### src/rtl/up5k_sysctl_pkg.sv
// Shared encodings for the up5k clock/reset/input conditioner.
package up5k_sysctl_pkg;

  // Power sequencer states; the encoding is visible on seq_state for the LED diagnostic.
  typedef enum logic [1:0] {
    ST_HOLD = 2'b00,
    ST_WAIT = 2'b01,
    ST_RUN  = 2'b10
  } seq_state_t;

  // Divider phase at which all clk-domain outputs are updated (falling edge of clk).
  localparam logic [1:0] PH_UPD = 2'b11;

endpackage

### src/rtl/up5k_sysctl_btn_debounce.sv
// One button: 2-flop synchronizer, stability counter, debounced level and
// pending edge flags. The pending flags are held until the parent's update
// phase consumes them, so no edge is lost between clk-domain updates.
module btn_debounce #(
  parameter int DEB_BITS = 16
) (
  input  logic clk_4x,
  input  logic NRST,
  input  logic btn_in,
  input  logic upd,
  output logic lvl,
  output logic pend_rise,
  output logic pend_fall
);

  logic                btn_m;
  logic                btn_s;
  logic [DEB_BITS-1:0] dcnt;
  logic                flip;

  // The stable level changes on the edge where a differing input has been seen for 2**DEB_BITS cycles.
  assign flip = (btn_s != lvl) && (dcnt == '1);

  // Two-stage synchronizer for the asynchronous button input.
  always_ff @(posedge clk_4x) begin
    if (!NRST) begin
      btn_m <= 1'b0;
      btn_s <= 1'b0;
    end else begin
      btn_m <= btn_in;
      btn_s <= btn_m;
    end
  end

  // Stability counter: restarts whenever the input agrees with the current level.
  always_ff @(posedge clk_4x) begin
    if (!NRST) begin
      dcnt <= '0;
      lvl  <= 1'b0;
    end else if (btn_s == lvl) begin
      dcnt <= '0;
    end else if (flip) begin
      lvl  <= btn_s;
      dcnt <= '0;
    end else begin
      dcnt <= dcnt + 1'b1;
    end
  end

  // Pending flags: cleared when consumed at the update phase, but a new edge on that same cycle wins.
  always_ff @(posedge clk_4x) begin
    if (!NRST) begin
      pend_rise <= 1'b0;
      pend_fall <= 1'b0;
    end else begin
      pend_rise <= (pend_rise & ~upd) | (flip & btn_s);
      pend_fall <= (pend_fall & ~upd) | (flip & ~btn_s);
    end
  end

endmodule

### src/rtl/up5k_sysctl.sv
// Clock/reset/input conditioner between the PLL and the vga_6502 core.
// Divides clk_4x into clk_2x/clk, sequences sys_reset from pll_lock and
// presents debounced buttons. Every clk-domain output changes only on the
// clk_4x edge where ph==PH_UPD, i.e. on the falling edge of clk.
module up5k_sysctl
  import up5k_sysctl_pkg::*;
#(
  parameter int LOCK_WAIT_BITS = 8,
  parameter int BTN_N          = 3,
  parameter int BTN_DEB_BITS   = 16
) (
  input  logic             clk_4x,
  input  logic             NRST,
  input  logic             pll_lock,
  input  logic [BTN_N-1:0] btn_in,
  output logic             clk_2x,
  output logic             clk,
  output logic             sys_reset,
  output logic [BTN_N-1:0] btn_level,
  output logic [BTN_N-1:0] btn_press,
  output logic [BTN_N-1:0] btn_release,
  output logic [1:0]       seq_state
);

  // Divider phase; power-on value only, so clk keeps running while NRST is low.
  logic [1:0] ph = 2'b00;
  logic       upd;

  logic       lock_m;
  logic       lock_s;

  seq_state_t                state;
  seq_state_t                state_nxt;
  logic [LOCK_WAIT_BITS-1:0] cnt;
  logic [LOCK_WAIT_BITS-1:0] cnt_nxt;

  logic [BTN_N-1:0] lvl;
  logic [BTN_N-1:0] pend_rise;
  logic [BTN_N-1:0] pend_fall;

  assign clk_2x    = ph[0];
  assign clk       = ph[1];
  assign upd       = (ph == PH_UPD);
  assign seq_state = state;

  // Free-running phase counter for the clock divider.
  always_ff @(posedge clk_4x) begin
    ph <= ph + 2'd1;
  end

  // Two-stage synchronizer for the asynchronous PLL lock.
  always_ff @(posedge clk_4x) begin
    if (!NRST) begin
      lock_m <= 1'b0;
      lock_s <= 1'b0;
    end else begin
      lock_m <= pll_lock;
      lock_s <= lock_m;
    end
  end

  // Sequencer state and post-lock wait counter.
  always_ff @(posedge clk_4x) begin
    if (!NRST) begin
      state <= ST_HOLD;
      cnt   <= '0;
    end else begin
      state <= state_nxt;
      cnt   <= cnt_nxt;
    end
  end

  // Sequencer next state: any lock loss forces a full re-sequence from HOLD.
  always_comb begin
    state_nxt = state;
    cnt_nxt   = cnt;
    case (state)
      ST_HOLD: begin
        cnt_nxt = '0;
        if (lock_s) state_nxt = ST_WAIT;
      end
      ST_WAIT: begin
        if (!lock_s) begin
          state_nxt = ST_HOLD;
          cnt_nxt   = '0;
        end else if (cnt == '1) begin
          state_nxt = ST_RUN;
        end else begin
          cnt_nxt = cnt + 1'b1;
        end
      end
      ST_RUN: begin
        if (!lock_s) begin
          state_nxt = ST_HOLD;
          cnt_nxt   = '0;
        end
      end
      default: begin
        state_nxt = ST_HOLD;
        cnt_nxt   = '0;
      end
    endcase
  end

  // Core reset: NRST asserts it at once; otherwise it follows the sequencer at the update phase only.
  always_ff @(posedge clk_4x) begin
    if (!NRST) begin
      sys_reset <= 1'b1;
    end else if (upd) begin
      sys_reset <= (state != ST_RUN);
    end
  end

  for (genvar i = 0; i < BTN_N; i++) begin : g_btn
    btn_debounce #(
      .DEB_BITS(BTN_DEB_BITS)
    ) u_deb (
      .clk_4x   (clk_4x),
      .NRST     (NRST),
      .btn_in   (btn_in[i]),
      .upd      (upd),
      .lvl      (lvl[i]),
      .pend_rise(pend_rise[i]),
      .pend_fall(pend_fall[i])
    );
  end

  // Button outputs registered at the update phase, so each pulse lasts exactly one clk period.
  always_ff @(posedge clk_4x) begin
    if (!NRST) begin
      btn_level   <= '0;
      btn_press   <= '0;
      btn_release <= '0;
    end else if (upd) begin
      btn_level   <= lvl;
      btn_press   <= pend_rise;
      btn_release <= pend_fall;
    end
  end

endmodule
### config.mk
export PLATFORM = sky130hd
export DESIGN_NAME = up5k_sysctl
export DESIGN_NICKNAME = d
export VERILOG_FILES = /design/src/rtl/up5k_sysctl_pkg.sv /design/src/rtl/up5k_sysctl_btn_debounce.sv /design/src/rtl/up5k_sysctl.sv
export SDC_FILE = /design/constraint.sdc
export NUM_CORES = 1
export LEC_CHECK = 0
export ABC_CLOCK_PERIOD_IN_PS = 1950
export CORE_MARGIN = 2
export CORE_UTILIZATION = 35
export DETAILED_ROUTE_END_ITERATION = 10
export PLACE_DENSITY = 0.62
export SYNTH_ARGS = -nofsm -noshare
export SYNTH_HDL_FRONTEND = slang
export SYNTH_SLANG_ARGS = --single-unit
### constraint.sdc
create_clock -name clk_4x -period 1.95 [get_ports clk_4x]
set_input_delay 0.585 -clock clk_4x [delete_from_list [all_inputs] [get_ports clk_4x]]
set_output_delay 0.585 -clock clk_4x [all_outputs]
set_load 0.01 [all_outputs]
==> impl_metrics.yaml, run 1 <==
place:
  hpwlAfterDp_um: 4500
  post_place_instance_area_mm2: 0.00406
  gp_congestion: 0.751
  portBuffers: 19
logic_synthesis:
  mappedNetlistArea_mm2: 0.00368
  synth_top_cells_by_area: "sky130_fd_sc_hd__dfxtp_1, sky130_fd_sc_hd__xor2_1, sky130_fd_sc_hd__nor2_1"
  unique_cell_type_count_in_the_yosys_netlist: 49
  postSynthRegisterBits: 87
  post_synthesis_share_of_cell_area_spent_on_full_adders_half_adders_and_majority_gates: 0.0170
  yosys-mux-area-fraction: 0.0327
  post_synth_edffs: 0
  synth_cells: 395
  synthDominantCellAreaShare: 0.474
  compound_gate_portion_of_the_synthesized_area: 0.0626
  synth_ff_type: "sky130_fd_sc_hd__dfxtp_1"
  syn_area_per_cell_um2: 9.31
  syn_nets: 406
  ys_async_rst_share: 0
  synth-xor-area-share: 0.0977
  yosysSeqAreaShare: 0.474
  synth_top_family_by_area: "simple AND/OR/NAND/NOR gates"
  synthesis.yosys.warnings: 0
  synth_area_leader_cell: "sky130_fd_sc_hd__dfxtp_1"
  synthSimpleGateAreaFrac: 0.284
flow_run:
  cap_violations: 0
layout:
  n_antenna_cell: 0
  registers.top_by_ff_count: "g_btn.u_deb.dcnt"
  post_route_cells_drive_above_1_share: 0.108
  post_route_design_area_mm2: 0.00426
  nNetsFinal: 433
  area.sequential_mm2: 0.00174
  largest_register_ffs: 48
  layout.filler_cells: 1038
  areaGrowthSynthToFinish_pct: 15.9
  multi_input_combinational_cell_area_mm2: 0.00182
  reg_top3: "g_btn.u_deb.dcnt (48), cnt (8)"
critical_path:
  worst_r2r_startpoint: "g_btn[2].u_deb.dcnt[0]"
  start_kind: "flip-flop"
  cpPeakStageDelay_ps: 550
  worst_ep_arrival_time_ps: 1260
  critical_path.endpoint_type: "output pin"
  cp_num_buf_inv: 1
  timing.critical_path.slowest_stage_cell: "sky130_fd_sc_hd__clkdlybuf4s50_1"
  critical-path-top-delay-family: "buffers and inverters"
  data_required_time_of_the_worst_path_ps: 1360
  critical_path_peak_fanout: 2
  cp_num_cells: 1
  worstSetupStartpoint: "btn_press[0]"
  worstSetupPathType: "flip-flop to output pin"
  worstPathCellList: "clkdlybuf4s50_1"
  worstRegToRegCells: 5
sta:
  clock.fmax_mhz: 542
  final_max_slew_viol_count: 0
  slew_hr: 0.609
  rsz0062_at_grt: "no"
  final_hold_violations: 0
  timing_worst_slew_pin_value_ps: 587
  fin_skew_ps: 9.83
  final_min_period_over_clock_period: 0.947
  final-setup-viol-count: 0
  min_period_ps: 1850
  final.hold.worst_slack_ps: 405
global_route:
  grt-ovfl-total: 0
  grt_util_all_layers: 0.123
  grt_pass1_wl_um: 11300
  initial_antenna_violation_count: 0
  grt_start_max_net_pins: 17
  first_global_vias: 2567
min_path:
  worst_hold_startpoint: "ph[0]"
  worst_hold_path.num_cells: 1
  min_path_type: "flip-flop to flip-flop"
route:
  drt_pass1_iterations: 4
  drt_iter0_drc: 104
  drc_viols: 0
  avgRoutedWirePerCell_um: 11.4
  wirelength_um: 6400
  postRouteAntennaNets: 0
  routed-via-count: 2656
  drt-vias-per-instance: 4.72
pwr:
  power_frac_comb: 0.019
  total_leakage_power_nw: 1.45
  seq_power_share: 0.575
  clkPwrFrac: 0.406
  switching_power_total_w: 0.000697
  power_per_cell_area_mw_per_mm2: 731
  netSwitchingFraction: 0.224
  internal-power_w: 0.00242
  power.ir.vdd_worst_mv: 0.355
clock_network:
  ctsHoldBuffers: 0
  clock_sink_count: 87
  cts_resized: 0
  clock_latency_ps: 360
  ctsRootBufferMaster: "sky130_fd_sc_hd__clkbuf_8"
  cts_tree: "done"
  cts_post_setup_buffers_inserted: 0
  clk_transition_reported_paths_ps: 90
  cts_buffer_depth: 2
  cts_made_buffers: 9
  htree_num_levels: 3
floorplanning:
  die_area_mm2: 0.0113
  num_io_pins: 20
  die_width_um: 107
  rows: 37
  initial_utilization: 0.358
  die_height_um: 107
  core_area_mm2: 0.0103
outcome:
  run_status: "finished, final reports clean"
==> per-stage QoR <==
| step | TNS, ps | setup WS, ps | power (W) | util | instances |
|---|---|---|---|---|---|
| after floorplan | 0 | 391 | 0.00187 | - | 395 |
| after global placement | 0 | 11.4 | 0.00189 | 0.395 | 547 |
| after detailed placement | -60.5 | -25.8 | 0.00189 | 0.395 | 547 |
| after CTS | 0 | 62.3 | 0.00317 | 0.415 | 563 |
| after global routing | 0 | 40.9 | 0.00326 | 0.415 | 563 |
| final | 0 | 103 | 0.00312 | 0.415 | 563 |
==> placed cells by master, fill, tap and decap left out, drive strengths merged, types with 2 or more instances in the layout <==
master         netlist  layout
nand3b               4       4
a31o                 2       2
a21oi                4       4
clkinv               0       2
nand3               20      20
inv                  5       7
a31oi                2       2
nand2b               2       2
or2                  2       2
nor2                54      54
clkdlybuf4s50        0      19
and3                 8       8
buf                  9      16
xor2                27      27
o21a                 3       3
o21ai               15      15
or3                  4       4
and2                12      12
xnor2               14      14
clkbuf              10       9
nor3                 4       4
mux2i               12      12
clkinvlp             0       2
nand4               18      18
nor4                 4       4
and4                 7       7
nand4b               2       2
nor2b               20      20
nand2               28      28
or4                  2       2
dfxtp               87      87
and3b                2       2
ha                   5       5
==> cell usage after synthesis (all sizes together) (3+ instances only) <==
cell,count
nor2b,20
o21a,3
ha,5
nand2,28
mux2i,12
nor3,4
nand3b,4
xnor2,14
and3,8
or3,4
o21ai,15
clkbuf,10
xor2,27
and4,7
nor2,54
inv,5
and2,12
nand4,18
buf,9
a21oi,4
nor4,4
dfxtp,87
nand3,20
==> layer usage <==
metal  GRT usage  share of wire  wire length, um
met4      0.0519          0.016              100
met3      0.0392          0.041              261
met5           0              0                0
met1       0.159           0.50             3200
met2       0.188           0.44             2840
==> final timing paths <==
kind,endpoint,slack [ps]
max,btn_press[0],100
min,ph[0],400
max reg2reg,g_btn[2].u_deb.dcnt[9],260
min reg2reg,ph[0],400
==> layout make-up <==
cell class	count	share of cell area
clock buffers	9	0.0291
clock inverters	7	0.0188
inverters	5	0.00440
multi-input cells	284	0.426
flip-flops and latches	87	0.409
well taps	136	0.0399
repair buffers	35	0.0728
==> logic make-up (layout without fill, tap and decap cells) <==
kind of cell / Yosys count / count (layout)
AND/OR/NAND/NOR: 193 / 193
flip-flops: 87 / 87
XOR/XNOR: 41 / 41
AO/OA/AOI/OAI: 33 / 33
buffers and inverters: 24 / 56
multiplexers: 12 / 12
adder cells (fa/ha/maj): 5 / 5
==> power groups by stage <==
stage / combinational (W) / sequential (W) / clock (W)
floorplan: 0.0000355 / 0.00183 / 0
global placement: 0.0000597 / 0.00183 / 0
detailed placement: 0.0000603 / 0.00183 / 0
CTS: 0.0000605 / 0.00179 / 0.00132
global route: 0.0000665 / 0.00179 / 0.00140
finish: 0.0000594 / 0.00179 / 0.00127
Note: power is estimated with default switching activity, not from simulation.
==> inputs of run 2 (changes only) <==
--- a/config.mk
+++ b/config.mk
@@ -6,10 +6,12 @@
 export NUM_CORES = 1
 export LEC_CHECK = 0
 export ABC_CLOCK_PERIOD_IN_PS = 1950
+export CELL_PAD_IN_SITES_DETAIL_PLACEMENT = 0
+export CELL_PAD_IN_SITES_GLOBAL_PLACEMENT = 1
 export CORE_MARGIN = 2
 export CORE_UTILIZATION = 35
 export DETAILED_ROUTE_END_ITERATION = 10
-export PLACE_DENSITY = 0.62
+export PLACE_DENSITY = 0.74
 export SYNTH_ARGS = -nofsm -noshare
 export SYNTH_HDL_FRONTEND = slang
 export SYNTH_SLANG_ARGS = --single-unit
==> run 2 against run 1 <==
Against the previous run:
- highest routed layer unchanged
- global-route usage increased by 0.18 points
- largest power group unchanged
- sequential share of layout area increased by 0.39 points
- largest cell class unchanged
- final area decreased by 0.94%
- die area unchanged
==> impl_metrics.yaml, run 2 (synthesis results as in run 1) <==
outcome:
  run_status: "finished, final reports clean"
sta:
  final_critical_path_setup_slack_ps: 121
  fin_skew_ps: 7.45
  min_period_ps: 1830
  final_min_period_over_clock_period: 0.938
  final_hold_violations: 0
  final-setup-viol-count: 0
  rsz0062_at_grt: "no"
  slew_hr: 0.578
  timing_worst_slew_pin_value_ps: 633
  final_max_slew_viol_count: 0
  fin_setup_tns_ps: 0
  clock.fmax_mhz: 547
  final.hold.worst_slack_ps: 396
clock_network:
  clock_latency_ps: 340
  clock_sink_count: 87
  cts_post_setup_buffers_inserted: 0
  cts_made_buffers: 9
  ctsHoldBuffers: 0
  cts_tree: "done"
  cts_buffer_depth: 2
  ctsRootBufferMaster: "sky130_fd_sc_hd__clkbuf_8"
  clk_transition_reported_paths_ps: 70
  htree_num_levels: 3
  cts_resized: 0
layout:
  post_route_cells_drive_above_1_share: 0.0988
  mostFrequentLayoutCell: "sky130_fd_sc_hd__dfxtp_1"
  post_route_design_area_mm2: 0.00422
  areaGrowthSynthToFinish_pct: 14.8
  most-common-layout-cells: "sky130_fd_sc_hd__dfxtp_1, sky130_fd_sc_hd__nor2_1, sky130_fd_sc_hd__nand2_1"
  nNetsFinal: 433
  reg_top3: "g_btn.u_deb.dcnt (48), cnt (8)"
  layout.filler_cells: 1032
  largest_register_ffs: 48
  n_antenna_cell: 0
  registers.top_by_ff_count: "g_btn.u_deb.dcnt"
  final_core_util: 0.411
global_route:
  grt-ovfl-total: 0
  initial_antenna_violation_count: 0
  grt_util_all_layers: 0.125
  grt_pass1_wl_um: 11600
  first_global_vias: 2533
  grt_start_max_net_pins: 17
pwr:
  clkPwrFrac: 0.368
  seq_power_share: 0.611
  power.ir.vdd_worst_mv: 0.306
  netSwitchingFraction: 0.203
  switching_power_total_w: 0.000595
  internal-power_w: 0.00233
  power_frac_comb: 0.020
  total_leakage_power_nw: 1.44
  power_per_cell_area_mw_per_mm2: 693
flow_run:
  cap_violations: 0
floorplanning:
  core_area_mm2: 0.0103
  rows: 37
  die_width_um: 107
  initial_utilization: 0.358
  num_io_pins: 20
  die_height_um: 107
  die_area_mm2: 0.0113
min_path:
  worst_hold_startpoint: "ph[0]"
  min_path_type: "flip-flop to flip-flop"
place:
  gp_congestion: 0.727
  hpwlAfterDp_um: 4470
  post_place_instance_area_mm2: 0.00406
  post-place-ws_ps: 30.2
  portBuffers: 19
route:
  avgRoutedWirePerCell_um: 11.4
  drc_viols: 0
  drt-vias-per-instance: 4.73
  routed-via-count: 2656
  drt_iter0_drc: 82
  postRouteAntennaNets: 0
  wirelength_um: 6400
  drt_pass1_iterations: 4
critical_path:
  worst_ep_arrival_time_ps: 1240
  start_kind: "flip-flop"
  timing.critical_path.slowest_stage_cell: "sky130_fd_sc_hd__clkdlybuf4s50_1"
  worstSetupPathType: "flip-flop to output pin"
  critical-path-top-delay-family: "buffers and inverters"
  worstPathCellList: "clkdlybuf4s50_1"
  data_required_time_of_the_worst_path_ps: 1360
  critical_path_peak_fanout: 2
  critical_path.endpoint_type: "output pin"
  worstSetupStartpoint: "btn_release[0]"
  cpPeakStageDelay_ps: 550
  cp_num_buf_inv: 1
  worst_r2r_startpoint: "g_btn[2].u_deb.dcnt[0]"
run 2: changes by cell type in the layout (fill, tap and decap cells not counted), sizes merged:
cell      previous run  this run
clkinvlp             2         0
bufinv               1         0
clkbuf               9        13
inv                  7         5
clkinv               2         1
run 2: final timing paths:
path	to	slack (ps)	cells after the start
hold / removal	ph[0]	400	1
hold reg to reg	ph[0]	400	1
setup reg to reg	g_btn[2].u_deb.dcnt[10]	200	5
setup / recovery	btn_release[0]	120	1
run 2: power by group through the flow:
stage	logic (W)	clock network [W]	registers, W
6_report	0.0000600	0.00108	0.00179
4_1_cts	0.0000611	0.00113	0.00179
3_5_place_dp	0.0000608	0	0.00183
2_1_floorplan	0.0000355	0	0.00183
3_3_place_gp	0.0000608	0	0.00183
5_1_grt	0.0000674	0.00121	0.00179
run 2: final cells by class:
cell class                 count  area, um2  area share
tap                          136        170      0.0403
multi-input combinational    284       1820       0.431
clock inverter                 1       5.00     0.00119
clock buffer                  13        159      0.0376
sequential                    87       1740       0.412
inverter                       5       18.8     0.00444
timing repair buffer          35        310      0.0735
run 2: through the flow:
step / std cells / total power [W]
final: 561 / 0.00293
after global routing: 561 / 0.00307
after CTS: 561 / 0.00298
after detailed placement: 547 / 0.00189
after global placement: 547 / 0.00189
after floorplan: 395 / 0.00187
run 2: layer usage:
metal | up-vias | track usage | part of all wire
met5 | - | 0 | 0
li1 | 1397 | - | -
met1 | 1226 | 0.167 | 0.51
met4 | 0 | 0.0278 | 0.010
met2 | 26 | 0.195 | 0.44
met3 | 7 | 0.0417 | 0.034
